$ cat src/rtl/pc_seq_pkg.sv
// Shared constants for the instruction-cycle sequencer: opcodes, FSM states, ALU op codes.
package pc_seq_pkg;

  localparam int unsigned OPC_W   = 4;
  localparam int unsigned IR_W    = 8;
  localparam int unsigned ALUOP_W = 2;

  localparam logic [OPC_W-1:0] OPC_NOP  = 4'h0;
  localparam logic [OPC_W-1:0] OPC_LDA  = 4'h1;
  localparam logic [OPC_W-1:0] OPC_ADD  = 4'h2;
  localparam logic [OPC_W-1:0] OPC_SUB  = 4'h3;
  localparam logic [OPC_W-1:0] OPC_STA  = 4'h4;
  localparam logic [OPC_W-1:0] OPC_JMP  = 4'h5;
  localparam logic [OPC_W-1:0] OPC_JMPS = 4'h6;
  localparam logic [OPC_W-1:0] OPC_JZ   = 4'h7;
  localparam logic [OPC_W-1:0] OPC_JC   = 4'h8;
  localparam logic [OPC_W-1:0] OPC_HLT  = 4'hF;

  typedef enum logic [2:0] {
    ST_IDLE    = 3'd0,
    ST_CLEAR   = 3'd1,
    ST_FETCH   = 3'd2,
    ST_DECODE  = 3'd3,
    ST_OPERAND = 3'd4,
    ST_EXEC    = 3'd5,
    ST_JUMP    = 3'd6,
    ST_HALT    = 3'd7
  } state_e;

  typedef enum logic [ALUOP_W-1:0] {
    ALU_PASS = 2'b00,
    ALU_ADD  = 2'b01,
    ALU_SUB  = 2'b10,
    ALU_RSVD = 2'b11
  } alu_op_e;

endpackage

$ cat src/rtl/pc_seq_decode.sv
// Opcode classifier: maps IR[7:4] onto the instruction classes the sequencer branches on.
module pc_seq_decode
  import pc_seq_pkg::*;
(
  input  logic [OPC_W-1:0] opcode_i,
  output logic             is_long_o,
  output logic             is_mem_read_o,
  output logic             is_store_o,
  output logic             is_short_branch_o,
  output logic             is_halt_o,
  output logic             is_illegal_o
);

  always_comb begin
    is_long_o         = 1'b0;
    is_mem_read_o     = 1'b0;
    is_store_o        = 1'b0;
    is_short_branch_o = 1'b0;
    is_halt_o         = 1'b0;
    is_illegal_o      = 1'b0;
    unique case (opcode_i)
      OPC_NOP: ;
      OPC_LDA, OPC_ADD, OPC_SUB: begin
        is_long_o     = 1'b1;
        is_mem_read_o = 1'b1;
      end
      OPC_STA: begin
        is_long_o  = 1'b1;
        is_store_o = 1'b1;
      end
      OPC_JMP:                   is_long_o         = 1'b1;
      OPC_JMPS, OPC_JZ, OPC_JC:  is_short_branch_o = 1'b1;
      OPC_HLT:                   is_halt_o         = 1'b1;
      default:                   is_illegal_o      = 1'b1;
    endcase
  end

endmodule

$ cat src/rtl/pc_sequencer.sv
// Fetch/decode/operand/execute controller driving the PC mux/inc/load controls,
// register strobes and the memory request handshake. Outputs are decoded from state.
module pc_sequencer
  import pc_seq_pkg::*;
(
  input  logic              CLK,
  input  logic              CLB,
  input  logic              Run,
  input  logic [IR_W-1:0]   IR,
  input  logic              ZeroFlag,
  input  logic              CarryFlag,
  input  logic              MemRdy,
  output logic              SelPC,
  output logic              IncPC,
  output logic              LoadPC,
  output logic              LoadIR,
  output logic              LoadOpr,
  output logic              LoadAcc,
  output logic              MemRd,
  output logic              MemWr,
  output logic              AddrSel,
  output logic [ALUOP_W-1:0] AluOp,
  output logic              Halted,
  output logic              IllegalOp
);

  state_e            state_q, state_d;
  logic [OPC_W-1:0]  opcode;
  logic              is_long, is_mem_read, is_store, is_short_branch, is_halt, is_illegal;
  logic              br_taken;
  alu_op_e           alu_sel;
  logic              unused_ir_operand;

  assign opcode            = IR[IR_W-1:IR_W-OPC_W];
  // Short operand feeds the PC mux directly in the datapath; not needed here.
  assign unused_ir_operand = ^IR[IR_W-OPC_W-1:0];

  pc_seq_decode u_decode (
    .opcode_i          (opcode),
    .is_long_o         (is_long),
    .is_mem_read_o     (is_mem_read),
    .is_store_o        (is_store),
    .is_short_branch_o (is_short_branch),
    .is_halt_o         (is_halt),
    .is_illegal_o      (is_illegal)
  );

  assign br_taken = is_short_branch &
                    ((opcode == OPC_JMPS) |
                     ((opcode == OPC_JZ) & ZeroFlag) |
                     ((opcode == OPC_JC) & CarryFlag));

  always_comb begin
    unique case (opcode)
      OPC_ADD: alu_sel = ALU_ADD;
      OPC_SUB: alu_sel = ALU_SUB;
      default: alu_sel = ALU_PASS;
    endcase
  end

  always_ff @(posedge CLK or negedge CLB) begin
    if (!CLB) state_q <= ST_IDLE;
    else      state_q <= state_d;
  end

  always_comb begin
    state_d   = state_q;
    SelPC     = 1'b0;
    IncPC     = 1'b0;
    LoadPC    = 1'b0;
    LoadIR    = 1'b0;
    LoadOpr   = 1'b0;
    LoadAcc   = 1'b0;
    MemRd     = 1'b0;
    MemWr     = 1'b0;
    AddrSel   = 1'b0;
    AluOp     = ALU_PASS;
    Halted    = 1'b0;
    IllegalOp = 1'b0;
    unique case (state_q)
      ST_IDLE: begin
        if (Run) state_d = ST_CLEAR;
      end
      // Inc+Load together is the datapath's PC-clear command.
      ST_CLEAR: begin
        IncPC   = 1'b1;
        LoadPC  = 1'b1;
        state_d = ST_FETCH;
      end
      ST_FETCH: begin
        MemRd = 1'b1;
        if (MemRdy) begin
          LoadIR  = 1'b1;
          IncPC   = 1'b1;
          state_d = ST_DECODE;
        end
      end
      ST_DECODE: begin
        if (is_long) begin
          state_d = ST_OPERAND;
        end else if (is_halt) begin
          state_d = ST_HALT;
        end else begin
          LoadPC    = br_taken;
          IllegalOp = is_illegal;
          state_d   = ST_FETCH;
        end
      end
      ST_OPERAND: begin
        MemRd = 1'b1;
        if (MemRdy) begin
          LoadOpr = 1'b1;
          IncPC   = 1'b1;
          state_d = (opcode == OPC_JMP) ? ST_JUMP : ST_EXEC;
        end
      end
      ST_EXEC: begin
        AddrSel = 1'b1;
        MemRd   = is_mem_read;
        MemWr   = is_store;
        if (MemRdy) begin
          LoadAcc = is_mem_read;
          if (is_mem_read) AluOp = alu_sel;
          state_d = ST_FETCH;
        end
      end
      ST_JUMP: begin
        LoadPC  = 1'b1;
        SelPC   = 1'b1;
        state_d = ST_FETCH;
      end
      ST_HALT: begin
        Halted = 1'b1;
        if (Run) state_d = ST_CLEAR;
      end
      default: state_d = ST_IDLE;
    endcase
  end

endmodule

$ cat config.mk
export PLATFORM = sky130hd
export DESIGN_NAME = pc_sequencer
export DESIGN_NICKNAME = d
export VERILOG_FILES = /design/src/rtl/pc_seq_pkg.sv /design/src/rtl/pc_seq_decode.sv /design/src/rtl/pc_sequencer.sv
export SDC_FILE = /design/constraint.sdc
export NUM_CORES = 1
export LEC_CHECK = 0
export ABC_CLOCK_PERIOD_IN_PS = 3000
export CORE_MARGIN = 4
export CORE_UTILIZATION = 25
export DETAILED_ROUTE_END_ITERATION = 12
export SLEW_MARGIN = 20
export SYNTH_ARGS = -nofsm -noshare
export SYNTH_HDL_FRONTEND = slang
export SYNTH_HIERARCHICAL = 1
export SYNTH_SLANG_ARGS = --single-unit
$ cat constraint.sdc
create_clock -name CLK -period 3 [get_ports CLK]
set_input_delay 0.75 -clock CLK [delete_from_list [all_inputs] [get_ports CLK]]
set_output_delay 0.75 -clock CLK [all_outputs]
set_load 0.01 [all_outputs]
# After elaboration in Yosys (flattened, before gate mapping)
# Index checks and enable logic that the tools add are counted.
# word_totals
in_bits	14
regBits	3
latch_bits	0
ramBits	0
elab_cells	71
n_memories	0
mem_bits_ro	0
output_inout_bits	13
# op_classes
n_div	0
shifts	0
bitwise_logic	5
multipliers	0
addsub	0
n_lt_le_gt_ge	0
n_mux	35
eq_ne	20
reduce_logical	10
# ops
operator	count
2-to-1 mux 1 bit	20
2-to-1 mux 3 bit	6
case mux 3 bit (6 select lines)	1
equality test 4 x 3 -> 1 bit (second input constant)	4
equality test 3 bit (second input constant)	4
OR reduction 10 bit	1
equality test 4 x 2 -> 1 bit (second input constant)	2
equality test 4 bit (second input constant)	2
2-to-1 mux 2 bit	4
equality test 3 x 2 -> 1 bit (second input constant)	2
!= test 2 bit (second input constant)	3
case mux 1 bit (2 select lines)	3
OR reduction 2 bit	3
OR reduction 3 bit	2
OR reduction 5 bit	1
equality test 4 x 1 -> 1 bit (second input constant)	1
logical NOT 4 bit	1
case mux 2 bit (2 select lines)	1
AND reduction 4 bit	1
AND 1 bit	3
equality test 3 x 1 -> 1 bit (second input constant)	1
logical NOT 3 bit	1
!= test 2 x 1 -> 1 bit (second input constant)	1
OR 1 bit	2

# Depth between registers and ports, before layout
# Gate-level depths: netlist of run 1.
# logic_depth
word_depth	8
depth_mapped	6
depth_no_buf	6

# By module
# The synthesis of run 1 kept the hierarchy.
# modules_own_cells
module	cells_per_inst	seq_area_each_um2	area_each_um2	n_inst
pc_sequencer	58	75.1	441.7	1
pc_seq_decode	11	0.0	65.1	1

# Worst setup path after synthesis of run 1
# Ideal clock, no wire load.
# synth_path
path_kind	in2out
from	in IR[5]
to	out LoadPC
n_path_buf	0
t_arrival_ps	2117
t_required_ps	2250
path_stages	5
path_slack_ps	133
cell_sequence	or3_4 -> and3_1 -> a2111oi_0 -> a31oi_1 -> nor3_1
# synth_via
elab_cells_between_ends	22
classes_between	9 x eq/ne; 6 x mux; 5 x bitwise; 2 x reduce/logical
# synth_rtl
item	line	text
start, declared	pc_sequencer.sv:9	input logic [IR_W-1:0] IR,
equality test 4 x 3 -> 1 bit, or another cell as far along	pc_seq_decode.sv:21	unique case (opcode_i)
OR reduction 5 bit (no source line) *	-	
2-to-1 mux 1 bit *	pc_seq_decode.sv:21	
named net is_long	pc_sequencer.sv:29	logic is_long, is_mem_read, is_store, is_short_branch, is_halt, is_illegal;
2-to-1 mux 1 bit *	pc_sequencer.sv:99	if (is_long) begin
case mux 1 bit (2 select lines) *	pc_sequencer.sv:80	unique case (state_q)
end, declared	pc_sequencer.sv:15	output logic LoadPC,
# The timed path passes the listed nets; every way through them passes the cells marked *.

# Final worst setup path of run 1
# layout_path
from	in MemRdy
to	out IncPC
# layout_via
elab_chain_cells	2
# layout_lines
item	line	text
start, declared	pc_sequencer.sv:12	input logic MemRdy,
2-to-1 mux 1 bit	pc_sequencer.sv:92, pc_sequencer.sv:111	
case mux 1 bit (2 select lines)	pc_sequencer.sv:80	
end, declared	pc_sequencer.sv:14	output logic IncPC,
# Every way passes these cells.

==> results of run 1 <==
[worst min path at each step]
stage	slack (ns)	cells after the start	end	from
2_1_floorplan	0.45	0	state_q[0]$_DFFE_PN0P_	CLB
3_3_place_gp	0.61	2	state_q[0]$_DFFE_PN0P_	state_q[0]$_DFFE_PN0P_
3_5_place_dp	0.61	2	state_q[0]$_DFFE_PN0P_	state_q[0]$_DFFE_PN0P_
4_1_cts	0.61	2	state_q[0]$_DFFE_PN0P_	state_q[0]$_DFFE_PN0P_
5_1_grt	0.67	2	state_q[0]$_DFFE_PN0P_	state_q[0]$_DFFE_PN0P_
6_report	0.61	2	state_q[0]$_DFFE_PN0P_	state_q[0]$_DFFE_PN0P_
[final cells by class]
cell class              instances  area, sq um
fillers                       206         1050
multi-input cells              59        439.2
repair buffers                 36        310.3
flip-flops and latches          3        75.07
well taps                      27        33.78
clock buffers                   4        26.28
inverters                       2        7.507
[Yosys cell counts, drive strengths merged]
cell / n / share of area (%)
and2: 1 / 1.2
nor4: 1 / 1.2
nand3: 1 / 0.99
clkbuf: 1 / 0.99
buf: 4 / 5.2
and3b: 1 / 1.7
nand4: 1 / 1.2
inv: 2 / 1.5
a31oi: 1 / 1.2
nand3b: 1 / 1.5
or2b: 1 / 1.5
o31ai: 1 / 1.5
a211o: 1 / 1.7
mux2i: 3 / 5.9
dfrtp: 3 / 15
or3: 1 / 2.2
nor2b: 3 / 3.7
and3: 6 / 7.4
nand2: 7 / 5.2
nor3b: 1 / 2.5
o21ai: 5 / 4.9
nor4bb: 3 / 5.9
xnor2: 1 / 1.7
nor2: 8 / 5.9
a211oi: 2 / 4.9
and4b: 1 / 2.0
nand2b: 1 / 1.2
nor4b: 1 / 1.7
nor3: 3 / 4.0
o21a: 1 / 1.5
o22ai: 1 / 1.2
a2111oi: 1 / 1.7
[critical path, delay by kind of cell]
| kind | cells | cell delay (ns) |
|---|---|---|
| buffers and inverters | 3 | 1.22 |
| AND/OR/NAND/NOR | 1 | 0.05 |
| AO/OA/AOI/OAI | 1 | 0.16 |
[cells by family after synthesis]
| group | Yosys count |
|---|---|
| AO/OA/AOI/OAI | 13 |
| AND/OR/NAND/NOR | 42 |
| buffers and inverters | 7 |
| flip-flops | 3 |
| XOR/XNOR | 1 |
| multiplexers | 3 |
[metrics by stage]
step                      instance area [sq um]  setup slack, ns  total power [mW]  hold slack (ns)  utilization [%]
after global placement                    827.0          -0.7470            0.4570           0.6107            42.59
after floorplan                           506.7           0.1334            0.3146           0.4544                -
after CTS                                 880.8        -0.007245            0.5305           0.6146            45.36
after detailed placement                  827.0          -0.7861            0.4654           0.6114            42.59
final                                     892.1          0.07397            0.5305           0.6126            45.94
after global routing                      892.1         -0.03052            0.5828           0.6725            45.94
[layer usage]
metal	part of all wire (%)	up-vias	wire [um]	GRT usage [%]
met3	4.4	0	73	2.817
met2	54	14	900	26.03
met1	41	301	687	14.70
met5	0	-	0	0
met4	0	0	0	3.830
li1	-	325	-	-
[cell usage in the layout (no fill, tap or decap), drive strengths merged, types with 2 or more instances in the layout]
| cell | instances |
|---|---|
| dfrtp | 3 |
| nand2 | 7 |
| dlygate4sd2 | 3 |
| nor2 | 8 |
| clkbuf | 4 |
| nor3 | 3 |
| a211oi | 2 |
| buf | 18 |
| and3 | 6 |
| inv | 2 |
| dlymetal6s2s | 2 |
| o21ai | 5 |
| nor4bb | 3 |
| clkdlybuf4s50 | 11 |
| nor2b | 3 |
| mux2i | 3 |
| clkdlybuf4s15 | 2 |
[what timing repair did]
item	in CTS	in global routing
pin swaps	4	4
gates resized for setup	33	5
hold buffers	0	0
setup buffers	1	0
setup endpoints to repair	7	5
[power groups by stage]
| stage | Sequential [mW] | Clock [mW] | Combinational (mW) |
|---|---|---|---|
| floorplan | 0.0662 | 0 | 0.248 |
| global placement | 0.0803 | 0 | 0.377 |
| detailed placement | 0.0819 | 0 | 0.383 |
| CTS | 0.0839 | 0.0700 | 0.377 |
| global route | 0.0898 | 0.0755 | 0.418 |
| finish | 0.0845 | 0.0692 | 0.377 |
==> impl_metrics.csv, run 1 <==
group,metric,value,unit
pwr,seqPwrFrac,15.9,%
synthesis,syn_area,506.7,sq um
grt,grt_antenna_before_repair,0,
placement,dp_hpwl,1281,um
critical_path,startpoint_type,"input pin",
synthesis,seq_area_frac_synth,14.81,%
run_status,status,"completed",
clocking,cts_tree,"done",
critical_path,crit_type,"in2out",
clocking,clock-root-buffer,"clkbuf_4",
pwr,clockPowerShare,13.0,%
final_layout,drive_gt1_share,32.69,%
critical_path,r2r_slack,1.41,ns
grt,grt_max_degree,13,
routing,drc,0,
pwr,power_leakage,0.4243,nW
critical_path,cp_common_cell,"clkdlybuf4s50_1",
final_layout,area_growth,76.05,%
critical_path,cp_slowest_cell,"clkdlybuf4s50_1",
routing,firstDrtPassIters,4,
floorplan,std_cell_rows,16,
timing,rsz0062_at_grt,"true",
final_layout,diodes,0,
timing,fin_crit,2.926,ns
pwr,intPower,0.2952,mW
final_layout,top_register,"state_q",
routing,ant_nets,0,
placement,place_inst,126,
final_layout,fin_nets,119,
critical_path,crit_chain,"clkdlybuf4s50_1, buf_4, nand2b_1, o21ai_0, clkdlybuf4s50_1",
critical_path,end_kind,"output pin",
clocking,clock_path_buffers,2,
grt,grt_usage,13.58,%
synthesis,synth_nets,83,
critical_path,cp_data_arrival_time,2.18,ns
critical_path,worstReg2RegStart,"state_q[2]$_DFFE_PN0P_",
synthesis,yosys_warnings,6,
synthesis,synth_xor_area_share,1.728,%
synthesis,yosys-mux-area-fraction,5.926,%
timing,clock_skew,0.002316,ns
critical_path,crit_end,"IncPC",
clocking,cts_num_sinks,3,
min_path,min_path_type,"reg2reg",
critical_path,required,2.25,ns
synthesis,synth-compound-area-share,18.77,%
synthesis,ys_seq_elements,3,
routing,viasPerCell,4.885,
critical_path,critPathMaxFanout,5,
floorplan,initial_core_util,26.10,%
grt,grt_pass1_vias,670,
timing,final-hold-violation-count,0,
clocking,cts.reportedPaths.clkPinSlew,0.04,ns
pwr,p_comb_share,71.0,%
placement,gp_congestion,0.8304,
timing,setup_tns,0,ns
timing,fin_crit_sh,97.53,%
clocking,htreeDepth,1,
placement,io_buffers,22,
grt,grt_pass1_wl,2856,um
critical_path,r2r_cells,5,
routing,wl,1661,um
floorplan,boundaryPins,27,
pwr,p_switching,0.2353,mW
run,cap_violations,0,
final_layout,instances_no_fill,131,
clocking,cts_inserted_buffers,3,
synthesis,avgSynthCellArea,7.344,sq um
pwr,ir_drop,0.0003823,V
clocking,insertion_delay,0.23,ns
timing,fmax,0.3418,GHz
routing,wire_per_inst,12.68,um
synthesis,ys_types,35,
critical_path,critical-path-max-stage-delay,0.57,ns
synthesis,yosys.area_share.adder,0,%
timing,max-slew-margin-rel,73.74,%
timing,setup_violations,0,
routing,via_count,640,
synthesis,synth_top_family_by_area,"simple AND/OR/NAND/NOR gates",
pwr,sw_frac_of_total,44.36,%
grt,grt-ovfl-total,0,
synthesis,synthSimpleGateAreaFrac,51.11,%
final_layout,largest_reg_flops,3,
synthesis,syn_inst,69,
floorplan,die-area,2811,sq um
floorplan,die_h,53.02,um
routing,dr.first_iter.drc_count,6,
critical_path,crit_start,"MemRdy",
critical_path,reg2reg_to,"state_q[2]$_DFFE_PN0P_",
timing,final_max_slew_viol_count,0,
pwr,pwr_density_cell,594.7,nW/um^2
floorplan,core_area,1942,sq um
final_layout,reg_top3,"state_q (3)",
floorplan,die_w,53.02,um
timing,tightest_slew,0.3886,ns
Power figures use the tool's default switching activity.
==> inputs of run 2 (changes only) <==
TNS_END_PERCENT = 50   (was not set)
==> impl_metrics.csv, run 2 (synthesized netlist as in run 1, its figures left out) <==
group,metric,value,unit
run_status,status,"completed",
floorplan,std_cell_rows,16,
final_layout,regArea,75.07,sq um
clocking,cts.reportedPaths.clkPinSlew,0.04,ns
final_layout,largest_reg_flops,3,
floorplan,boundaryPins,27,
routing,drc,0,
final_layout,instances_no_fill,131,
timing,clock_skew,0.002230,ns
pwr,seqPwrFrac,16.0,%
grt,grt_pass1_wl,2870,um
critical_path,crit_type,"in2out",
placement,place_inst,126,
timing,fin_crit,2.926,ns
min_path,hold_depth,2,
final_layout,fin_nets,119,
placement,gp_congestion,0.8304,
min_path,min_path_type,"reg2reg",
final_layout,most-common-layout-cells,"13 x buf_4, 11 x clkdlybuf4s50_1, 7 x nand2_1, 7 x nor2_1, 5 x and3_1",
final_layout,final_common_cell,"buf_4",
critical_path,required,2.25,ns
critical_path,startpoint_type,"input pin",
min_path,min_from,"state_q[0]$_DFFE_PN0P_",
critical_path,r2r_cells,5,
critical_path,critPathMaxFanout,5,
critical_path,cp_data_arrival_time,2.18,ns
placement,dp_hpwl,1281,um
clocking,cts_inserted_buffers,3,
pwr,sw_frac_of_total,44.43,%
grt,grt_pass1_vias,674,
pwr,p_switching,0.2356,mW
floorplan,die_w,53.02,um
run,cap_violations,0,
routing,wire_per_inst,12.85,um
placement,io_buffers,22,
timing,max-slew-margin-rel,73.70,%
timing,rsz0062_at_grt,"false",
clocking,insertion_delay,0.23,ns
floorplan,die-area,2811,sq um
critical_path,worstReg2RegStart,"state_q[2]$_DFFE_PN0P_",
final_layout,top_register,"state_q",
pwr,clockPowerShare,13.0,%
grt,grt_antenna_before_repair,0,
timing,fmax,0.3417,GHz
final_layout,reg_top3,"state_q (3)",
routing,dr.first_iter.drc_count,6,
final_layout,multi_input_area,436.7,sq um
floorplan,die_h,53.02,um
routing,via_count,645,
clocking,cts_tree,"done",
pwr,pwr_density_cell,601.1,nW/um^2
pwr,ir_drop,0.0003825,V
timing,final-hold-violation-count,0,
min_path,holdPathEnd,"state_q[0]$_DFFE_PN0P_",
critical_path,end_kind,"output pin",
grt,grt_max_degree,13,
clocking,cts_num_sinks,3,
pwr,p_comb_share,71.0,%
timing,tightest_slew,0.3892,ns
final_layout,area_growth,74.07,%
floorplan,core_area,1942,sq um
critical_path,reg2reg_to,"state_q[2]$_DFFE_PN0P_",
final_layout,drive_gt1_share,34.62,%
final_layout,diodes,0,
grt,grt_usage,13.64,%
clocking,clock_path_buffers,2,
grt,grt-ovfl-total,0,
clocking,htreeDepth,1,
routing,viasPerCell,4.924,
timing,setup_tns,0,ns
critical_path,r2r_slack,1.41,ns
floorplan,initial_core_util,26.10,%
pwr,intPower,0.2946,mW
timing,final_max_slew_viol_count,0,
timing,setup_violations,0,
routing,wl,1683,um
routing,firstDrtPassIters,4,
clocking,clock-root-buffer,"clkbuf_4",
pwr,power_leakage,0.4230,nW
routing,ant_nets,0,
timing,fin_crit_sh,97.54,%
final_layout,nFillCells,209,
## run 2: worst max path at each step
stage                start       end  slack [ns]  cells past startpoint
floorplan            IR[5]    LoadPC        0.13                      5
global placement     IR[5]    LoadPC       -0.75                      7
detailed placement   IR[5]    LoadPC       -0.79                      7
CTS                  IR[7]  AluOp[0]       0.006                      6
global route         IR[5]    LoadPC       0.005                      7
finish              MemRdy     IncPC        0.07                      5
## run 2: metrics by stage
step / total power [mW] / hold WS [ns] / worst slack [ns] / instance area [sq um] / util [%]
4_1_cts: 0.5303 / 0.6146 / 0.006054 / 885.9 / 45.62
3_3_place_gp: 0.4570 / 0.6107 / -0.7470 / 827.0 / 42.59
3_5_place_dp: 0.4654 / 0.6114 / -0.7861 / 827.0 / 42.59
2_1_floorplan: 0.3146 / 0.4544 / 0.1334 / 506.7 / -
5_1_grt: 0.5820 / 0.6725 / 0.005250 / 882.1 / 45.43
6_report: 0.5302 / 0.6137 / 0.07386 / 882.1 / 45.43
## run 2: power by group through the flow
| stage | Combinational, mW | Clock [mW] | Sequential, mW |
|---|---|---|---|
| after global routing | 0.417 | 0.0755 | 0.0898 |
| after CTS | 0.376 | 0.0700 | 0.0839 |
| after global placement | 0.377 | 0 | 0.0803 |
| final | 0.376 | 0.0691 | 0.0846 |
| after detailed placement | 0.383 | 0 | 0.0819 |
| after floorplan | 0.248 | 0 | 0.0662 |
## run 2: layout make-up
type / instances / area share (%)
multi-input combinational: 59 / 49.50
timing repair buffer: 36 / 34.33
sequential: 3 / 8.511
tap: 27 / 3.830
clock buffer: 4 / 2.979
inverter: 2 / 0.8511
## run 2: critical path, cell delays in order
cell             delay, ns
clkdlybuf4s50_1       0.50
buf_4                 0.15
nand2b_1              0.05
o21ai_0               0.16
clkdlybuf4s50_1       0.57
## run 2: what timing repair did
| item | in CTS | in global routing |
|---|---|---|
| setup endpoints to repair | 7 | 5 |
| gates resized for setup | 30 | 12 |
| hold buffers | 0 | 0 |
| pin swaps | 6 | 6 |
| buffers inserted | 1 | 0 |
## run 2: per-layer routing
layer,global-route usage (%),wire length (um),vias up
li1,-,-,324
met1,14.86,701,307
met2,25.83,907,14
met3,2.817,73,0
met4,4.255,0,0
met5,0,0,-
